### config.mk
export PLATFORM = sky130hd
export DESIGN_NAME = slave_arbiter
export DESIGN_NICKNAME = d
export VERILOG_FILES = /design/src/rtl/slave_arbiter.sv
export SDC_FILE = /design/constraint.sdc
export NUM_CORES = 1
export LEC_CHECK = 0
export ABC_AREA = 1
export CORE_UTILIZATION = 35
export CTS_CLUSTER_DIAMETER = 100
export DETAILED_ROUTE_END_ITERATION = 6
export PLACE_DENSITY = 0.73
export SETUP_SLACK_MARGIN = 0.02
export SYNTH_ARGS = -nofsm -noshare
export SYNTH_HDL_FRONTEND = slang
export SYNTH_SLANG_ARGS = --single-unit
export TNS_END_PERCENT = 10
### constraint.sdc
create_clock -name iCLK -period 1.8 [get_ports iCLK]
set_clock_uncertainty 0.05 [all_clocks]
set_input_delay 0.36 -clock iCLK [delete_from_list [all_inputs] [get_ports iCLK]]
set_output_delay 0.36 -clock iCLK [all_outputs]
set_load 0.03 [all_outputs]
### src/rtl/slave_arbiter.sv
`default_nettype none
// ============================================================================
// slave_arbiter : two-port round-robin arbiter/sequencer for one slave memory
// Revision      : 1.0
// ============================================================================
module slave_arbiter #(
   parameter int ADDR_WIDTH  = 32,
   parameter int DATA_WIDTH  = 32,
   parameter int NUM_ENTRIES = 256
) (
   input  logic                  iCLK,
   input  logic                  iRST,
   input  logic                  m0_REQ,
   input  logic                  m1_REQ,
   input  logic                  m0_WE,
   input  logic                  m1_WE,
   input  logic [ADDR_WIDTH-1:0] m0_ADDR,
   input  logic [ADDR_WIDTH-1:0] m1_ADDR,
   input  logic [DATA_WIDTH-1:0] m0_WDATA,
   input  logic [DATA_WIDTH-1:0] m1_WDATA,
   output logic                  m0_ACK,
   output logic                  m1_ACK,
   output logic [DATA_WIDTH-1:0] m0_RDATA,
   output logic [DATA_WIDTH-1:0] m1_RDATA,
   output logic                  m0_ERR,
   output logic                  m1_ERR,
   output logic                  w_REQ,
   output logic                  r_REQ,
   output logic [ADDR_WIDTH-1:0] w_ADDR,
   output logic [ADDR_WIDTH-1:0] r_ADDR,
   output logic [DATA_WIDTH-1:0] w_DATA,
   output logic                  oDONE,
   input  logic [DATA_WIDTH-1:0] s_RDATA
);

   localparam logic [ADDR_WIDTH:0] ADDR_LIMIT = (ADDR_WIDTH+1)'(NUM_ENTRIES);

   typedef enum logic [1:0] {
      S_IDLE  = 2'd0,
      S_ISSUE = 2'd1,
      S_CAPT  = 2'd2,
      S_ACK   = 2'd3
   } state_t;

   state_t                state_q, state_d;
   logic                  win_q, win_d;
   logic                  last_grant_q, last_grant_d;
   logic                  we_q, we_d;
   logic                  err_q, err_d;
   logic                  m0_ack_q, m0_ack_d, m1_ack_q, m1_ack_d;
   logic                  m0_err_q, m0_err_d, m1_err_q, m1_err_d;
   logic [DATA_WIDTH-1:0] m0_rdata_q, m0_rdata_d, m1_rdata_q, m1_rdata_d;
   logic                  w_req_q, w_req_d, r_req_q, r_req_d;
   logic [ADDR_WIDTH-1:0] w_addr_q, w_addr_d, r_addr_q, r_addr_d;
   logic [DATA_WIDTH-1:0] w_data_q, w_data_d;
   logic                  done_q, done_d;

   logic                  sel_port;
   logic                  sel_we;
   logic                  sel_err;
   logic [ADDR_WIDTH-1:0] sel_addr;
   logic [DATA_WIDTH-1:0] sel_wdata;
   logic [DATA_WIDTH-1:0] capt_data;

   // On a tie the port that did not win the previous tie is chosen.
   always_comb begin
      sel_port  = m1_REQ && (!m0_REQ || !last_grant_q);
      sel_we    = sel_port ? m1_WE    : m0_WE;
      sel_addr  = sel_port ? m1_ADDR  : m0_ADDR;
      sel_wdata = sel_port ? m1_WDATA : m0_WDATA;
      sel_err   = ({1'b0, sel_addr} >= ADDR_LIMIT);
      capt_data = (we_q || err_q) ? '0 : s_RDATA;
   end

   always_comb begin
      state_d      = state_q;
      win_d        = win_q;
      last_grant_d = last_grant_q;
      we_d         = we_q;
      err_d        = err_q;
      m0_ack_d     = 1'b0;
      m1_ack_d     = 1'b0;
      m0_err_d     = 1'b0;
      m1_err_d     = 1'b0;
      m0_rdata_d   = m0_rdata_q;
      m1_rdata_d   = m1_rdata_q;
      w_req_d      = 1'b0;
      r_req_d      = 1'b0;
      w_addr_d     = w_addr_q;
      r_addr_d     = r_addr_q;
      w_data_d     = w_data_q;
      done_d       = 1'b0;

      case (state_q)
         S_IDLE: begin
            if (m0_REQ || m1_REQ) begin
               win_d    = sel_port;
               we_d     = sel_we;
               err_d    = sel_err;
               w_req_d  = sel_we && !sel_err;
               r_req_d  = !sel_we && !sel_err;
               w_addr_d = sel_addr;
               r_addr_d = sel_addr;
               w_data_d = sel_wdata;
               if (m0_REQ && m1_REQ) begin
                  last_grant_d = sel_port;
               end
               state_d = S_ISSUE;
            end
         end
         S_ISSUE: begin
            state_d = S_CAPT;
         end
         S_CAPT: begin
            // Slave read data became valid at the previous edge.
            if (win_q) begin
               m1_ack_d   = 1'b1;
               m1_err_d   = err_q;
               m1_rdata_d = capt_data;
            end else begin
               m0_ack_d   = 1'b1;
               m0_err_d   = err_q;
               m0_rdata_d = capt_data;
            end
            done_d  = 1'b1;
            state_d = S_ACK;
         end
         default: begin
            state_d = S_IDLE;
         end
      endcase
   end

   always_ff @(posedge iCLK or negedge iRST) begin
      if (!iRST) begin
         state_q      <= S_IDLE;
         win_q        <= 1'b0;
         last_grant_q <= 1'b1;
         we_q         <= 1'b0;
         err_q        <= 1'b0;
         m0_ack_q     <= 1'b0;
         m1_ack_q     <= 1'b0;
         m0_err_q     <= 1'b0;
         m1_err_q     <= 1'b0;
         m0_rdata_q   <= '0;
         m1_rdata_q   <= '0;
         w_req_q      <= 1'b0;
         r_req_q      <= 1'b0;
         w_addr_q     <= '0;
         r_addr_q     <= '0;
         w_data_q     <= '0;
         done_q       <= 1'b0;
      end else begin
         state_q      <= state_d;
         win_q        <= win_d;
         last_grant_q <= last_grant_d;
         we_q         <= we_d;
         err_q        <= err_d;
         m0_ack_q     <= m0_ack_d;
         m1_ack_q     <= m1_ack_d;
         m0_err_q     <= m0_err_d;
         m1_err_q     <= m1_err_d;
         m0_rdata_q   <= m0_rdata_d;
         m1_rdata_q   <= m1_rdata_d;
         w_req_q      <= w_req_d;
         r_req_q      <= r_req_d;
         w_addr_q     <= w_addr_d;
         r_addr_q     <= r_addr_d;
         w_data_q     <= w_data_d;
         done_q       <= done_d;
      end
   end

   assign m0_ACK   = m0_ack_q;
   assign m1_ACK   = m1_ack_q;
   assign m0_ERR   = m0_err_q;
   assign m1_ERR   = m1_err_q;
   assign m0_RDATA = m0_rdata_q;
   assign m1_RDATA = m1_rdata_q;
   assign w_REQ    = w_req_q;
   assign r_REQ    = r_req_q;
   assign w_ADDR   = w_addr_q;
   assign r_ADDR   = r_addr_q;
   assign w_DATA   = w_data_q;
   assign oDONE    = done_q;

endmodule
`default_nettype wire

After elaboration in Yosys (flattened, before gate mapping):

Cells that the tools add are included.

* multiplexer cells: 19
* eq/ne operators: 3
* $lt $le $gt $ge: 1
* bitwise operators: 1
* reductions and logical operators: 16

Operators with widths (number)
* $mux W32: 3
* $ge A32 B9 Y1 const B: 1
* $mux W1: 14
* $pmux W2 S3: 1
* $reduce_and A2 Y1: 3
* $logic_and A1 B1 Y1: 4
* $logic_not A1 Y1: 4
* $logic_or A1 B1 Y1: 3
* $reduce_and A3 Y1: 1
* $eq A2 B1 Y1 const B: 1
* $eq A2 B2 Y1 const B: 1
* $logic_not A2 Y1: 1
* $mux W2: 1
* $ne A2 B2 Y1 const B: 1
* $not A1 Y1: 1

* logic and storage cells: 56
* output and inout bits: 167
* bits of input ports: 166
* register bits after elaboration: 141

Depth between registers and ports, before layout:

Gate-level depths: netlist (run 1).

* word-level depth: 9
* depth in mapped cells: 11
* depth with buffers taken out: 10

Worst setup path before layout (run 1):

No wires, ideal clock.

* path kind: register to register
* start: reg state_q[0]
* end: reg m0_rdata_q[0], in the netlist m0_RDATA[0]
* path slack: 0.235 ns
* library setup time: 0.133 ns
* data required time: 1.617 ns
* clock period less this slack: 1.565 ns
* data arrival time: 1.382 ns
* cell stages (with the launch flop): 9
* path buffers: 2
* cell sequence: dfrtp_1 inv_1 ha_1 inv_1 nor2_1 inv_1 clkbuf_1 clkbuf_1 o21ai_0

* cells in the longest elaborated chain, start to end: 2

RTL lines
* start, declared: RTL line 45 `state_t state_q, state_d;`
* start signal, assigned: RTL line 154 `state_q <= state_d;`
* $eq A2 B2 Y1: RTL line 94 `case (state_q)`
* $reduce_and A2 Y1 (no source line)
* end signal, assigned: RTL line 163 `m0_rdata_q <= m0_rdata_d;`
* end, declared: RTL line 52 `logic [DATA_WIDTH-1:0] m0_rdata_q, m0_rdata_d, m1_rdata_q, m1_rdata_d;`

Every way passes these cells.
A chain may end at the register's enable or synchronous reset.

==> results of run 1 <==
==> cell usage after synthesis, types with 2 or more instances <==
library cell and n:
sky130_fd_sc_hd__a21oi_1 2, sky130_fd_sc_hd__a31oi_1 17, sky130_fd_sc_hd__buf_2 15, sky130_fd_sc_hd__buf_4 33, sky130_fd_sc_hd__buf_6 3, sky130_fd_sc_hd__clkbuf_1 27
sky130_fd_sc_hd__dfrtp_1 140, sky130_fd_sc_hd__ha_1 3, sky130_fd_sc_hd__inv_1 22, sky130_fd_sc_hd__inv_2 2, sky130_fd_sc_hd__nand2_1 227, sky130_fd_sc_hd__nand2_2 2
sky130_fd_sc_hd__nand2_4 2, sky130_fd_sc_hd__nand3_1 7, sky130_fd_sc_hd__nand3b_1 13, sky130_fd_sc_hd__nor2_1 69, sky130_fd_sc_hd__o21ai_0 148
==> where the power goes <==
part / switching [uW] / leakage (uW) / internal (uW)
clock network: 1450 / 0.000266 / 1930
logic: 4700 / 0.00296 / 2460
registers: 646 / 0.00182 / 4090
==> cell usage in the layout (no fill, tap or decap), drive strengths merged <==
master         instances
nand2                231
dlygate4sd2          165
clkdlybuf4s50        164
o21ai                148
dfrtp                140
nor2                  70
buf                   48
inv                   28
clkbuf                18
a31oi                 17
nand3b                13
nand3                  7
clkinv                 5
clkinvlp               4
ha                     3
a21oi                  2
or2                    1
o22ai                  1
bufinv                 1
dlygate4sd3            1
dfstp                  1
clkdlybuf4s15          1
==> through the flow <==
stage	worst slack, ps	area (sq um)	util, %
after global placement	-228	9900	56.9
after CTS	48.0	10300	59.0
after global routing	26.2	10300	59.1
after floorplan	235	6270	-
final	84.7	10300	59.1
after detailed placement	-240	9900	56.9
==> sequential cells by signal, summed over array words and instances, names as in the netlist, 2 cells and up <==
name / count
m1_RDATA: 32
state_q: 2
m0_RDATA: 32
r_ADDR: 32
w_DATA: 32
==> what timing repair did <==
action	4_1_cts	5_1_grt
pin swaps	0	1
hold endpoints to repair	33	0
resized for setup	166	10
hold buffers	1	0
endpoints found under the setup margin	166	45
==> worst paths after layout <==
check | start | end | depth (start not counted)
setup / recovery | r_ADDR[22] | w_ADDR[22] | 1
hold / removal | iRST | m0_RDATA[3] | 2
setup reg to reg | last_grant_q | w_REQ | 11
hold reg to reg | m1_RDATA[12] | m1_RDATA[12] | 2
max in group asynchronous | iRST | m1_RDATA[17] | 3
min in group iCLK | m1_RDATA[12] | m1_RDATA[12] | 2
==> layout make-up <==
class,count,share of cell area (%)
flip-flops and latches,141,34.3
repair buffers,379,35.0
clock buffers,18,4.17
inverters,24,0.900
multi-input cells,493,21.6
well taps,225,2.74
clock inverters,14,1.34
==> layer usage <==
layer / global-route usage, % / vias up / part of all wire, %
met2: 36.6 / 256 / 50
met4: 9.18 / 0 / 2.4
met3: 8.13 / 29 / 10
li1: - / 2997 / -
met5: 0 / - / 0
met1: 25.4 / 2769 / 38
==> cell families (layout without fill, tap and decap cells) <==
group,after synthesis,count (layout)
AO/OA/AOI/OAI,168,168
flip-flops,141,141
buffers and inverters,102,435
adder cells (fa/ha/maj),3,3
AND/OR/NAND/NOR,322,322
==> impl_summary.log, run 1 <==
INFO  metric status = finished clean
INFO  metric post_synthesis_cell_area = 6270 sq um
INFO  metric io-pin-count = 333
INFO  metric global_route.overflow_total = 0
INFO  metric dpl.hpwl = 15400 um
INFO  metric global_route_wire_length_before_repair = 30600 um
INFO  metric synth.ff_latch_count = ~140
INFO  metric worst_skew_pair.late_latency = 410 ps
INFO  metric critPathBufInv = 1
INFO  metric timing.critical_path.max_delay_family = flip-flops
INFO  metric vias_in_the_first_global_route = 5859
INFO  metric timing.critical_path.fanout_max = 3
INFO  metric timing.max_cap.violations = 0
INFO  metric detail_route.first_pass.iterations = 7
INFO  metric via_to_cell_ratio = 4.68
INFO  metric syn-mean-instance-area = 8.52 sq um
INFO  metric final_cell_count_no_fill = 1294
INFO  metric initial_antenna_violation_count = 0
INFO  metric fill_cells = 1613
INFO  metric die_h = 136 um
INFO  metric syn-num-nets = between 900 and 1k
INFO  metric synth_simple_gate_area_share = 20.6%
INFO  metric count_of_yosys_warnings_during_synthesis = 0
INFO  metric number_of_remaining_drc_errors = 0
INFO  metric fp.dieW = between 100 and 150 um
INFO  metric setup_viol = 0
INFO  metric post_route_cells_drive_above_1_share = 8.89%
INFO  metric final_period_minus_worst_setup_slack = 1720 ps
INFO  metric number_of_distinct_library_cells_after_synthesis = 21
INFO  metric globalplace.congestion = approximately 0.84
INFO  metric grt_use_total = 22.0%
INFO  metric start_kind = flop
INFO  metric critical_path.endpoint_type = output pin
INFO  metric die_area = 18500 sq um
INFO  metric floorplan.initialDensity = between 30% and 40%
INFO  metric wl_per_cell = ~16 um
INFO  metric synth-xor-area-share = 0%
INFO  metric post_synth_inst_count = 736
INFO  metric reg2reg_slack = 180 ps
INFO  metric total_power = 15300 uW
INFO  metric yosys_most_used_dff = sky130_fd_sc_hd__dfrtp_1
INFO  metric antenna_left = 0
INFO  metric nets = approximately 1.2k
INFO  metric fin_setup_tns = 0 ps
INFO  metric maximum_operating_frequency = 0.583 GHz
INFO  metric clock_tree.buffer_depth = 2
INFO  metric post-cts-setup-buffer-count = 0
INFO  metric ir_worst_vdd = 1.32 mV
INFO  metric dr_total_vias = 6051
INFO  metric synthToLayoutAreaGrowth = 64.1%
INFO  metric cellPowerDensity = ~1500 nW/um^2
INFO  metric cts_tree = done
INFO  metric synth_top_area_share = 55.9%
INFO  metric cp_data_arrival_time = 1310 ps
INFO  metric cts_inserted_buffers = 17
INFO  metric max_slew.worst_pin.slew = 407 ps
INFO  metric detail_route.wirelength = 20100 um
INFO  metric port-buffer-count = 332
INFO  metric post_synth_edffs = 0
INFO  metric antenna_diode_instance_count = 0
INFO  metric fin_hold_ws = slightly below 400 ps
INFO  metric htreeDepth = 4
INFO  metric coreArea = 17400 sq um
INFO  metric cts-root-buf = sky130_fd_sc_hd__clkbuf_16
INFO  metric synth_compound_gate_area_share = 13.8%
INFO  metric relSlewSlack = 72.9%
INFO  metric crit_required = about 1400 ps
INFO  metric multi_input_area = about 2200 sq um
INFO  metric clock-sinks = 141
INFO  metric clkSlewWorstSetupHoldPaths = 60 ps
INFO  metric count_of_pins_over_their_slew_limit = 0
INFO  metric numPlacedInstances = ~1.3k
INFO  metric pin_count_of_the_biggest_net_entering_global_routing = 66
INFO  metric cp_cell_sequence = dlygate4sd2_1
INFO  metric p_leak = 0.00505 uW
INFO  metric critPathKind = flop to output pin
INFO  metric crit_slowest_cell = sky130_fd_sc_hd__dfrtp_1
INFO  metric crit_path_max_incr_delay = 460 ps
INFO  metric synth_top_family_by_area = simple AND/OR/NAND/NOR gates
INFO  metric fraction_of_synthesis_flops_using_an_asynchronous_set_or_reset_pin = 100%
INFO  metric regArea = 3530 sq um
INFO  metric final_period_utilization = 95.3%
INFO  metric first_iter_violations = 213
INFO  metric synth.top_cells.by_area = sky130_fd_sc_hd__dfrtp_1 56%, sky130_fd_sc_hd__nand2_1 14%, sky130_fd_sc_hd__o21ai_0 12%
INFO  metric post_synth_mux_area_share = 0%
INFO  metric placement_rows = 48
INFO  metric grt_setup_unrepaired = yes
INFO  metric hold_class = input port to asynchronous set/reset pin
INFO  metric synthDominantAreaCellType = sky130_fd_sc_hd__dfrtp_1
INFO  metric yosysSeqAreaShare = 56.3%
INFO  metric post_synth_fa_ha_maj_area_fraction = 0.599%
INFO  metric final_hold_viol_count = 0
Power figures use the tool's default switching activity.
==> run 2, diff against run 1 <==
- GPL_TIMING_DRIVEN: default -> 1
==> results of run 2 <==
Final layout, timing and power as in run 1 (identical DEF).
==> run 3, diff against run 2 <==
- SLEW_MARGIN: default -> 20
==> results of run 3 <==
Final layout, timing and power as in run 1 (identical DEF).
